### src/rtl/lsu_writeback.sv
// lsu_writeback: single-outstanding load/store unit driving a req/ack data bus and a one-cycle register writeback.
// Define LSU_MISALIGN_TRAP_EN to trap misaligned halfword/word accesses on a misalign_fault output.
module lsu_writeback #(
    parameter int TIMEOUT_W      = 8,
    parameter int TIMEOUT_CYCLES = 255
) (
    input  logic        clk,
    input  logic        rst_n,
    input  logic        op_valid,
    output logic        op_ready,
    input  logic        op_load,
    input  logic [2:0]  funct3,
    input  logic [31:0] addr,
    input  logic [31:0] wdata,
    input  logic [4:0]  rd,
    output logic        mem_req,
    output logic        mem_we,
    output logic [31:0] mem_addr,
    output logic [31:0] mem_wdata,
    output logic [3:0]  mem_be,
    input  logic        mem_ack,
    input  logic [31:0] mem_rdata,
    output logic        wb_we,
    output logic [4:0]  wb_rd,
    output logic [31:0] wb_data,
    output logic        stall,
    output logic        bus_err
`ifdef LSU_MISALIGN_TRAP_EN
    ,
    output logic        misalign_fault
`endif
);
    localparam logic [1:0] S_IDLE = 2'd0;
    localparam logic [1:0] S_REQ  = 2'd1;
    localparam logic [1:0] S_WB   = 2'd2;
`ifdef LSU_MISALIGN_TRAP_EN
    localparam logic [1:0] S_MIS  = 2'd3;
`endif
    localparam logic [TIMEOUT_W-1:0] CNT_LAST = TIMEOUT_W'(TIMEOUT_CYCLES - 1);

    logic [1:0]           r_state;
    logic                 r_load;
    logic [2:0]           r_f3;
    logic [31:0]          r_addr;
    logic [31:0]          r_wdata;
    logic [31:0]          r_wb_data;
    logic [4:0]           r_rd;
    logic [TIMEOUT_W-1:0] r_cnt;
    logic                 r_bus_err;
    logic [1:0]           w_off;
    logic [7:0]           w_byte;
    logic [15:0]          w_half;
    logic [31:0]          w_ext;
    logic [3:0]           w_be;
    logic [31:0]          w_st_data;

    assign w_off  = r_addr[1:0];
    assign w_byte = mem_rdata[{w_off, 3'b000} +: 8];
    assign w_half = w_off[1] ? mem_rdata[31:16] : mem_rdata[15:0];
    // funct3[2] selects zero-extension; codes with funct3[1] set are whole-word loads
    assign w_ext  = (r_f3[1:0] == 2'b00) ? {{24{!r_f3[2] && w_byte[7]}}, w_byte} :
                    (r_f3[1:0] == 2'b01) ? {{16{!r_f3[2] && w_half[15]}}, w_half} : mem_rdata;
    assign w_be   = r_load ? 4'hF :
                    (r_f3 == 3'b000) ? 4'b0001 << w_off :
                    (r_f3 == 3'b001) ? (w_off[1] ? 4'hC : 4'h3) : 4'hF;
    assign w_st_data = (r_f3 == 3'b000) ? {4{r_wdata[7:0]}} :
                       (r_f3 == 3'b001) ? {2{r_wdata[15:0]}} : r_wdata;

`ifdef LSU_MISALIGN_TRAP_EN
    logic w_half_acc;
    logic w_fault;
    assign w_half_acc = op_load ? (funct3[1:0] == 2'b01) : (funct3 == 3'b001);
    assign w_fault    = w_half_acc ? addr[0] :
                        (op_load ? (funct3[1:0] != 2'b00) : (funct3 != 3'b000)) && (addr[1:0] != 2'b00);
    assign misalign_fault = (r_state == S_MIS);
`endif

    assign mem_req   = (r_state == S_REQ);
    assign mem_we    = mem_req && !r_load;
    assign mem_addr  = {r_addr[31:2], 2'b00};
    assign mem_wdata = w_st_data;
    assign mem_be    = mem_req ? w_be : 4'h0;
    assign wb_we     = (r_state == S_WB) && (r_rd != 5'd0);
    assign wb_rd     = r_rd;
    assign wb_data   = r_wb_data;
    assign stall     = (r_state != S_IDLE);
    assign op_ready  = (r_state == S_IDLE);
    assign bus_err   = r_bus_err;

    always_ff @(posedge clk or negedge rst_n) begin
        if (!rst_n) begin
            r_state   <= S_IDLE;
            r_load    <= 1'b0;
            r_f3      <= 3'd0;
            r_addr    <= 32'd0;
            r_wdata   <= 32'd0;
            r_wb_data <= 32'd0;
            r_rd      <= 5'd0;
            r_cnt     <= '0;
            r_bus_err <= 1'b0;
        end else begin
            r_bus_err <= 1'b0;
            case (r_state)
                S_IDLE: if (op_valid) begin
                    r_load  <= op_load;
                    r_f3    <= funct3;
                    r_addr  <= addr;
                    r_wdata <= wdata;
                    r_rd    <= rd;
`ifdef LSU_MISALIGN_TRAP_EN
                    r_state <= w_fault ? S_MIS : S_REQ;
`else
                    r_state <= S_REQ;
`endif
                end
                S_REQ: if (mem_ack) begin
                    r_cnt   <= '0;
                    if (r_load) r_wb_data <= w_ext;
                    r_state <= r_load ? S_WB : S_IDLE;
                end else if (r_cnt == CNT_LAST) begin
                    r_cnt     <= '0;
                    r_bus_err <= 1'b1;
                    r_state   <= S_IDLE;
                end else begin
                    r_cnt <= r_cnt + 1'b1;
                end
                default: r_state <= S_IDLE;
            endcase
        end
    end
endmodule
### config.mk
export PLATFORM = sky130hd
export DESIGN_NAME = lsu_writeback
export DESIGN_NICKNAME = d
export VERILOG_FILES = /design/src/rtl/lsu_writeback.sv
export SDC_FILE = /design/constraint.sdc
export NUM_CORES = 1
export LEC_CHECK = 0
export ABC_AREA = 1
export CAP_MARGIN = 20
export CELL_PAD_IN_SITES_DETAIL_PLACEMENT = 0
export CELL_PAD_IN_SITES_GLOBAL_PLACEMENT = 1
export CORE_MARGIN = 2
export CORE_UTILIZATION = 46
export DETAILED_ROUTE_END_ITERATION = 16
export DONT_BUFFER_PORTS = 1
export MAX_ROUTING_LAYER = met4
export PLACE_DENSITY = 0.86
export SKIP_CTS_REPAIR_TIMING = 1
export SYNTH_ARGS = -nofsm -noshare
export SYNTH_HDL_FRONTEND = slang
export SYNTH_SLANG_ARGS = --single-unit
### constraint.sdc
create_clock -name clk -period 2 [get_ports clk]
set_input_delay 0.5 -clock clk [delete_from_list [all_inputs] [get_ports clk]]
set_output_delay 0.5 -clock clk [all_outputs]
set_load 0.005 [all_outputs]
==> flow_metrics.tcl <==
set metrics [dict create \
    outcome "finished, violations left" \
    violations "negative hold slack, negative setup slack" \
    setup_viol 21 \
    r2r_slack_ns 0.25 \
    whs_ns -0.219 \
    fin_skew_ns 0.0148 \
    r2r-end "wb_data[14]$_DFFE_PN0P_" \
    timing.rr.start "r_f3[0]$_DFFE_PN0P_" \
    synth.area.mux_share_pct 12.2 \
    layout.nets 839 \
    clock_path_buffers 2 \
    wl_um 16500 \
    clk_pin_slew_worst_paths_ns 0.05 \
    yosys.area_share.adder_pct 0.403 \
    finalCriticalPeriod_ns 2.07 \
    syn_inst 754 \
    ir_drop_mv 1.04 \
    cp-end-kind "output port" \
    rsz0062_at_grt "yes" \
    pwr_density_cell_nw_per_um2 1680 \
    stdcell_count 919 \
    hpwl_um 11500 \
    setup_ws_ns -0.0683 \
    synth_top_family_by_area "simple AND/OR/NAND/NOR gates" \
    cts_tree "done" \
    critical_path_arrival_ns 1.57 \
    place_ws_ns 0.115 \
    drv_slew 0 \
    fp.dieH_um 120 \
    antenna_found_initial 2 \
    vias 4832 \
    syn_to_final_growth_pct 14.0 \
    grt_max_degree 117 \
    leakagePower_nw 3.70 \
    synth-compound-area-share_pct 2.08 \
    syn_area_per_cell_um2 8.23 \
    overflow 0 \
    start_util_pct 47.0 \
    synth_area_um2 6210 \
    ys_seq_area_share_pct 46.8 \
    die_width_um 120 \
    tns_ns -0.573 \
    worstPathMaxFanout 8 \
    grt_pass1_wl_um 24600 \
    cp.required_ns 1.50 \
    worstPathCellList "inv_2, nand2_4, inv_8, nand2_8, clkbuf_16, nand2_1, nand2_1" \
    cts.sinks 116 \
    drive_gt1_share_pct 24.0 \
    ios 220 \
    yosysWarnings 0 \
    relSlewSlack_pct 63.5 \
    grt_usage_pct 22.9 \
    worstRegToRegCells 8 \
    synthSimpleGateAreaFrac_pct 26.7 \
    path_class "reg2out" \
    dp.cells 872 \
    antenna_left 0 \
    cp_slowest_stage_delay_ns 0.45 \
    grt_pass1_vias 4906 \
    wl_per_cell_um 17.9 \
    drtIter0Drc 268 \
    design.core.area_um2 13200 \
    numCtsBuffers 17 \
    synth_seq_cells 116 \
    tightestPinTransition_ns 0.547 \
    io_buffers 0 \
    firstDrtPassIters 4 \
    fin_crit_sh_pct 103 \
    rows 42 \
    clk_latency_ns 0.41 \
    die-area_um2 14400 \
    max_cap_violations 0 \
    path_common_cell "nand2_1" \
    final_hold_viol_count 116 \
    max_freq_ghz 0.483 \
    worst_path_max_delay_cell "dfrtp_2" \
    yosys.area_share.xor_xnor_pct 0.423 \
    drcViolationCount 0 \
    start_kind "register" \
    cts_root_buf "clkbuf_16" \
    gp_congestion 0.907 \
    worstHoldPathType "in2async" \
    viasPerCell 5.26 \
    synth_cell_types 27 \
    htreeDepth 4 \
]
==> worst max-delay path: cells and delay by family (launching register included) <==
family                 cells  cell delay, ns
buffers and inverters      3            0.37
flip-flops                 1            0.45
AND/OR/NAND/NOR            4            0.35
==> per-stage QoR <==
step	util, %	instance area, um2	power (mW)	hold WS (ns)
after floorplan	-	6210	7.72	0.204
after global placement	46.1	6080	8.08	0.209
after detailed placement	46.1	6080	8.22	0.209
after CTS	50.6	6680	11.4	-0.235
after global routing	53.7	7080	12.7	-0.243
final	53.7	7080	11.9	-0.219
==> metal layers <==
| layer | part of all wire, % | global-route usage (%) | vias up |
|---|---|---|---|
| li1 | - | - | 2266 |
| met1 | 39 | 25.4 | 2341 |
| met2 | 50 | 36.2 | 193 |
| met3 | 9.0 | 9.51 | 32 |
| met4 | 2.6 | 10.1 | 0 |
| met5 | 0 | - | - |
==> where the power goes <==
part / total (mW) / switching [mW] / internal, mW
Sequential: 4.51 / 1.07 / 3.44
Clock: 3.09 / 1.09 / 1.99
Combinational: 4.33 / 2.47 / 1.85
==> area by class of cell <==
class / instances / area (um2)
antenna: 2 / 5.00
clock buffer: 20 / 447
clock inverter: 12 / 154
fill: 1191 / 6110
inverter: 61 / 260
multi-input combinational: 508 / 2830
sequential: 116 / 2900
tap: 176 / 220
timing repair buffer: 23 / 246
timing repair inverter: 1 / 8.76
==> cell families after synthesis <==
kind of cell / Yosys count
AOI/OAI and AO/OA: 25
xor gates and xnor gates: 3
adders and majority gates: 2
buffers and inverters: 132
DFF: 116
muxes: 67
other: 1
and+or+nand+nor: 408
==> layout by cell type, fill, tap and decap left out, drive strengths merged <==
master    instances
buf              22
inv              62
xor2              1
nand4             2
o21ai             7
dfrtp           116
conb              2
nor3              2
ha                2
clkinv            5
mux2             67
nor2             52
nand3            48
clkbuf           21
bufinv            3
o22ai             1
clkinvlp          4
a21oi            15
diode             2
xnor2             2
a31oi             2
nand2           305
==> sequential cells by signal (all words and copies together), names as in the netlist <==
signal	flops
r_f3	3
r_wdata	32
bus_err	1
wb_rd	5
r_addr	32
r_cnt	8
wb_data	32
r_state	2
r_load	1
==> synthesized netlist by cell type (all sizes together) <==
library cell  number  area, um2
o21ai              7       35.0
mux2              67        754
nor3               2       21.3
o22ai              1       6.26
conb               1       3.75
nand4              2       12.5
nand2            304       1160
inv               61        236
dfrtp            116       2900
xor2               1       8.76
xnor2              2       17.5
ha                 2       25.0
clkbuf             5       18.8
a31oi              2       12.5
a21oi             15       75.1
nand3             48        245
buf               66        454
nor2              52        213
==> worst max path at each step <==
stage,from,to,depth (start not counted)
CTS,r_f3[2]$_DFFE_PN0P_,mem_wdata[29],7
detailed placement,r_f3[2]$_DFFE_PN0P_,mem_wdata[26],7
global route,r_f3[0]$_DFFE_PN0P_,mem_wdata[28],7
global placement,r_f3[2]$_DFFE_PN0P_,mem_wdata[26],7
floorplan,r_f3[1]$_DFFE_PN0P_,mem_wdata[29],9
finish,r_f3[0]$_DFFE_PN0P_,mem_wdata[28],7
(Power assumes the default switching activity.)
